===== src/rtl/cmp_trip_detector.sv =====
// -----------------------------------------------------------------------------
// cmp_trip_detector
//
// Purpose:
//   Sits directly behind the 4-bit magnitude comparator. Debounces the
//   comparator's one-hot lesser/greater/equal flags into a hysteretic trip
//   state: DEBOUNCE consecutive valid "greater" samples trip the block and
//   DEBOUNCE consecutive valid "lesser" samples release it. Samples are only
//   taken when in_valid is high; cycles with in_valid low do not break a run.
//
// Parameters:
//   DEBOUNCE  consecutive qualifying samples needed to trip/release (1..15)
//   CNT_W     width of the optional trip-event counter
//
// Ports:
//   clk            rising-edge clock
//   rst            asynchronous active-high reset
//   in_valid       flags are sampled only when this is 1
//   lesser         comparator a<b flag
//   greater        comparator a>b flag
//   equal          comparator a==b flag
//   clear          synchronous clear back to IDLE (priority over in_valid)
//   tripped        registered trip level
//   trip_pulse     one-cycle pulse on entry to TRIPPED
//   release_pulse  one-cycle pulse on exit from TRIPPED to IDLE
//   flag_err       one-cycle pulse when a valid sample is not one-hot
//   dbg_state      current FSM state (IDLE=0, ARM_HI=1, TRIPPED=2, ARM_LO=3)
//   trip_count     saturating trip counter (only with CMP_TRIP_COUNT_EN)
//
// Handshake: there is no back-pressure. A sample is consumed on every rising
// clk edge where in_valid=1; the block is always ready.
//
// Configuration macro:
//   CMP_TRIP_COUNT_EN  adds the trip_count port and its saturating counter.
// -----------------------------------------------------------------------------
module cmp_trip_detector #(
  parameter int unsigned DEBOUNCE = 3,
  parameter int unsigned CNT_W    = 8
) (
  input  logic             clk,
  input  logic             rst,
  input  logic             in_valid,
  input  logic             lesser,
  input  logic             greater,
  input  logic             equal,
  input  logic             clear,
  output logic             tripped,
  output logic             trip_pulse,
  output logic             release_pulse,
  output logic             flag_err,
  output logic [1:0]       dbg_state
`ifdef CMP_TRIP_COUNT_EN
  ,
  output logic [CNT_W-1:0] trip_count
`endif
);

  typedef enum logic [1:0] {
    IDLE    = 2'd0,
    ARM_HI  = 2'd1,
    TRIPPED = 2'd2,
    ARM_LO  = 2'd3
  } state_e;

  localparam logic [3:0] DEB = 4'(DEBOUNCE);

  state_e     state_q, state_d;
  logic [3:0] run_q, run_d;
  logic       tripped_q, tripped_d;
  logic       trip_pulse_q, trip_pulse_d;
  logic       release_pulse_q, release_pulse_d;
  logic       flag_err_q, flag_err_d;

  logic       one_hot;
  logic       greater_ok;
  logic       lesser_ok;
  logic [3:0] run_inc;
  logic       run_hit;

  // A non-one-hot sample is treated exactly like "equal": it only ever
  // breaks a run, never extends one.
  assign one_hot    = (lesser & ~greater & ~equal) |
                      (~lesser & greater & ~equal) |
                      (~lesser & ~greater & equal);
  assign greater_ok = one_hot & greater;
  assign lesser_ok  = one_hot & lesser;

  // run_q never reaches DEB (it is cleared on the hitting edge), so the
  // increment cannot wrap for DEBOUNCE <= 15.
  assign run_inc = run_q + 4'd1;
  assign run_hit = (run_inc == DEB);

  // ---------------------------------------------------------------------------
  // State register
  // ---------------------------------------------------------------------------
  always_ff @(posedge clk or posedge rst) begin
    if (rst) begin
      state_q <= IDLE;
      run_q   <= 4'd0;
    end else begin
      state_q <= state_d;
      run_q   <= run_d;
    end
  end

  // ---------------------------------------------------------------------------
  // Next-state logic
  // ---------------------------------------------------------------------------
  always_comb begin
    state_d = state_q;
    run_d   = run_q;
    if (clear) begin
      state_d = IDLE;
      run_d   = 4'd0;
    end else if (in_valid) begin
      unique case (state_q)
        IDLE, ARM_HI: begin
          if (greater_ok) begin
            if (run_hit) begin
              state_d = TRIPPED;
              run_d   = 4'd0;
            end else begin
              state_d = ARM_HI;
              run_d   = run_inc;
            end
          end else begin
            // lesser, equal or malformed flags: no run toward a trip
            state_d = IDLE;
            run_d   = 4'd0;
          end
        end
        TRIPPED, ARM_LO: begin
          if (lesser_ok) begin
            if (run_hit) begin
              state_d = IDLE;
              run_d   = 4'd0;
            end else begin
              state_d = ARM_LO;
              run_d   = run_inc;
            end
          end else begin
            state_d = TRIPPED;
            run_d   = 4'd0;
          end
        end
        default: begin
          state_d = IDLE;
          run_d   = 4'd0;
        end
      endcase
    end
  end

  // ---------------------------------------------------------------------------
  // Output logic (next values of the registered outputs)
  // ---------------------------------------------------------------------------
  always_comb begin
    tripped_d       = (state_d == TRIPPED) || (state_d == ARM_LO);
    trip_pulse_d    = 1'b0;
    release_pulse_d = 1'b0;
    flag_err_d      = 1'b0;
    if (!clear && in_valid) begin
      trip_pulse_d    = ((state_q == IDLE) || (state_q == ARM_HI)) &&
                        (state_d == TRIPPED);
      release_pulse_d = ((state_q == TRIPPED) || (state_q == ARM_LO)) &&
                        (state_d == IDLE);
      flag_err_d      = ~one_hot;
    end
  end

  always_ff @(posedge clk or posedge rst) begin
    if (rst) begin
      tripped_q       <= 1'b0;
      trip_pulse_q    <= 1'b0;
      release_pulse_q <= 1'b0;
      flag_err_q      <= 1'b0;
    end else begin
      tripped_q       <= tripped_d;
      trip_pulse_q    <= trip_pulse_d;
      release_pulse_q <= release_pulse_d;
      flag_err_q      <= flag_err_d;
    end
  end

  assign tripped       = tripped_q;
  assign trip_pulse    = trip_pulse_q;
  assign release_pulse = release_pulse_q;
  assign flag_err      = flag_err_q;
  assign dbg_state     = state_q;

`ifdef CMP_TRIP_COUNT_EN
  // ---------------------------------------------------------------------------
  // Saturating trip counter
  // ---------------------------------------------------------------------------
  logic [CNT_W-1:0] count_q, count_d;

  always_comb begin
    count_d = count_q;
    if (clear) begin
      count_d = '0;
    end else if (trip_pulse_d && (count_q != {CNT_W{1'b1}})) begin
      count_d = count_q + CNT_W'(1);
    end
  end

  always_ff @(posedge clk or posedge rst) begin
    if (rst) begin
      count_q <= '0;
    end else begin
      count_q <= count_d;
    end
  end

  assign trip_count = count_q;
`endif

endmodule


===== config.mk =====
export PLATFORM = sky130hd
export DESIGN_NAME = cmp_trip_detector
export DESIGN_NICKNAME = d
export VERILOG_FILES = /design/src/rtl/cmp_trip_detector.sv
export SDC_FILE = /design/constraint.sdc
export NUM_CORES = 1
export LEC_CHECK = 0
export ABC_AREA = 1
export CORE_MARGIN = 10
export CORE_UTILIZATION = 36
export CTS_BUF_LIST = sky130_fd_sc_hd__clkbuf_4
export CTS_CLUSTER_DIAMETER = 100
export DETAILED_ROUTE_END_ITERATION = 7
export PLACE_DENSITY = 0.69
export SLEW_MARGIN = 20
export SYNTH_ARGS = -nofsm -noshare
export SYNTH_HDL_FRONTEND = slang
export SYNTH_SLANG_ARGS = --single-unit

===== constraint.sdc =====
create_clock -name clk -period 1.8 [get_ports clk]
set_input_delay 0.36 -clock clk [delete_from_list [all_inputs] [get_ports clk]]
set_output_delay 0.36 -clock clk [all_outputs]
set_load 0.01 [all_outputs]

==> metrics.md <==
| Metric | Value |
|---|---|
| GR Util All Layers | 6.95% |
| Number of warnings reported in the yosys synthesis log | 0 |
| Top-Level Pins | 13 |
| Critical path class | reg2out |
| Met1 wire length | 502 µm |
| Required arrival time at the worst endpoint | 1440 ps |
| Startpoint kind of the worst setup timing path | register |
| Area enclosed by the die boundary | 3550 µm² |
| First DRT Iteration DRCs | 3 |
| Count of final max-slew check failures | 0 |
| Number of distinct library cells after synthesis | 18 |
| IO Port Bufs | 12 |
| Critical path's largest stage delay | 570 ps |
| Setup violators final | 0 |
| Remaining Overflow, GRT | 0 |
| Count of non-filler cells in the finished layout | 101 |
| Worst-path clk slew | 70 ps |
| Detailed placement HPWL | 898 µm |
| Outcome | complete, no violations |
| Clock latency of the later-clocked register in the worst-skew pair | 260 ps |
| Setup Fix Bufs, Post-CTS | 0 |
| Floorplan die height | 59.5 µm |
| Most common library cell in the layout ignoring fill and taps | sky130_fd_sc_hd__inv_1 |
| Routability congestion estimate | 0.816 |
| Initial cell density of the core | 37.8% |
| CP Buf/Inv Count | 1 |
| Total clock sinks | 10 |
| Post-synthesis sequential element count | 10 |
| Drt first pass iters | 4 |
| Wirelength per Cell | 10.5 µm |
| Pin count of the biggest net entering global routing | 11 |
| CTS Buf Count | 3 |
| Wire length of the first global-routing pass | 1.79 mm |
| Headroom to the max-slew limit | 74.8% |
| Length of routed met3 wiring | 42 µm |
| Maxcap violations | 0 |
| Worst-path cell chain | clkdlybuf4s50_1 |
| Synth top area share | 44.4% |
| Fin crit share | 88.9% |
| Sequential area share after synthesis | 44.4% |
| Top sig layer | met4 |
| Commonest cells after routing, fill and taps aside | sky130_fd_sc_hd__inv_1, sky130_fd_sc_hd__nand2_1, sky130_fd_sc_hd__clkdlybuf4s50_1, sky130_fd_sc_hd__dfrtp_1 |
| Worst Hold Slack | 365 ps |
| Mean post-synth cell area | 8.16 µm² |
| P_leak | 0.355 nW |
| Number of antenna violations at the first check in global routing | 0 |
| Unrepaired setup endpoints after global routing | false |
| Worst voltage drop across the vdd grid | 0.327 mV |
| Met2 wire length | 459 µm |
| Via-to-Cell Ratio | 4.65 |
| Top Family by Delay on Critical Path | buffers and inverters |
| Maximum clock path buffer count | 2 |
| Worst setup skew after layout | 8.25 ps |
| Diode count | 0 |
| Wire length after detailed routing | 1.06 mm |
| Area of the core | 1490 µm² |
| Actual slew at the worst max-slew pin | 378 ps |
| Total number of vias | 470 |
| Power per Cell Area | 586 nW/µm² |
| Clock tree from TritonCTS | yes |
| Number of placement rows | 14 |
| Setup TNS | 0 ps |
| Cell with the biggest individual delay on the critical path | sky130_fd_sc_hd__clkdlybuf4s50_1 |
| Number of placed instances, taps included | 97 |
| Root cell of the clock tree | sky130_fd_sc_hd__clkbuf_4 |
| Setup crit end kind | output port |
| Htree depth | 1 |
| Pre-CTS worst setup slack | 242 ps |
| Number of nets with antenna violations after routing | 0 |
| Final Hold Fails | 0 |
| Proportion of layout cells with a drive suffix above 1 | 18.8% |
| Main area contributors after synthesis | sky130_fd_sc_hd__dfrtp_1, sky130_fd_sc_hd__inv_1, sky130_fd_sc_hd__nand2_1 |
| Post-layout net count | 95 |
| Synthesized cell area | 563 µm² |
| Number of instances in the synthesized netlist | 69 |
| Post-detailed-route DRC marker count | 0 |
| Shortest clock period the worst path allows after layout | 1600 ps |
| Post-route total power | 0.427 mW |
| Hold buffer count at CTS | 0 |
| Worst setup margin | 199 ps |
| Syn_nets | 78 |
| Post-cts resize count | 0 |
| Vias in the first global route | 450 |
| Die extent in x | 59.5 µm |
| Min-delay worst type | in2async |
| P&R area growth vs syn | 29.6% |
| Total of fill cells in the finished design | 143 |
| Fmax | 625 MHz |
| Data arrival time of the critical path | 1240 ps |
| Maximum fanout along the worst path | 5 |
| Cell accounting for the most synthesized area | sky130_fd_sc_hd__dfrtp_1 |
routing by layer:
layer / global-route usage [%] / vias up
li1: - / 253
met1: 7.59 / 202
met2: 9.36 / 11
met3: 2.15 / 4
met4: 8.65 / 0
met5: 0 / -
registers in the layout, summed over array words and instances (netlist names):
signal         flops
tripped            1
release_pulse      1
flag_err           1
run_q              4
trip_pulse         1
dbg_state          2
worst register-to-register path: stages, from the launching register on:
cell and delay, ps:
sky130_fd_sc_hd__dfrtp_1 440, sky130_fd_sc_hd__ha_1 220, sky130_fd_sc_hd__inv_1 50, sky130_fd_sc_hd__nand2_1 60
sky130_fd_sc_hd__nand2_2 70, sky130_fd_sc_hd__nor2_4 80, sky130_fd_sc_hd__nand2_2 80, sky130_fd_sc_hd__nand2_1 70
sky130_fd_sc_hd__nand3_2 70, sky130_fd_sc_hd__nand2_2 90, sky130_fd_sc_hd__inv_1 50
synthesized netlist by cell type:
| library cell | number |
|---|---|
| sky130_fd_sc_hd__nor2_2 | 1 |
| sky130_fd_sc_hd__nand2_2 | 5 |
| sky130_fd_sc_hd__o21ai_1 | 2 |
| sky130_fd_sc_hd__nor2_4 | 2 |
| sky130_fd_sc_hd__nand3_1 | 5 |
| sky130_fd_sc_hd__o22ai_1 | 1 |
| sky130_fd_sc_hd__dfrtp_1 | 10 |
| sky130_fd_sc_hd__a21oi_1 | 2 |
| sky130_fd_sc_hd__nand2_1 | 12 |
| sky130_fd_sc_hd__ha_1 | 2 |
| sky130_fd_sc_hd__nor2_1 | 4 |
| sky130_fd_sc_hd__inv_2 | 2 |
| sky130_fd_sc_hd__nand3_2 | 2 |
| sky130_fd_sc_hd__inv_1 | 13 |
| sky130_fd_sc_hd__o21ai_0 | 1 |
| sky130_fd_sc_hd__nand4_1 | 3 |
| sky130_fd_sc_hd__a211oi_1 | 1 |
| sky130_fd_sc_hd__o21ai_2 | 1 |
logic make-up (layout without fill, tap and decap cells):
logic type	after synthesis	after routing	share of synthesized area [%]
AOI/OAI and AO/OA	8	8	8.45
adders and majority gates	2	2	4.44
buffers and inverters	15	31	10.0
DFF	10	10	44.4
and+or+nand+nor	34	34	32.7
path summary, 6_finish.rpt:
check                      depth (start not counted)      endpoint  slack, ps         start
min in group clk                                   2  dbg_state[0]        540  dbg_state[0]
min                                                2  dbg_state[0]        370           rst
min reg2reg                                        2  dbg_state[0]        540  dbg_state[0]
max in group asynchronous                          2  dbg_state[1]       1160           rst
max                                                1  dbg_state[1]        200  dbg_state[1]
max reg2reg                                       10  dbg_state[1]        410      run_q[0]
layout make-up:
type,count,area [µm²],area share [%]
Multi-Input combinational cell,44,256,35.2
Sequential cell,10,250,34.3
Timing Repair Buffer,12,120,16.5
Inverter,15,56.3,7.72
Clock buffer,3,22.5,3.09
Tap cell,16,20.0,2.74
Clock inverter,1,3.75,0.515
report_power, final:
group          internal [mW]  switching [mW]  leakage (nW)  total [mW]
clock                 0.0798          0.0718        0.0154       0.152
combinational         0.0219          0.0253         0.201      0.0472
sequential             0.227         0.00155         0.139       0.229
stage by stage:
stage	util (%)	instance area [µm²]
final	49.0	729
after global routing	49.0	729
after CTS	49.0	729
after detailed placement	47.2	703
after global placement	47.2	703
after floorplan	-	563
(Power assumes the default switching activity.)
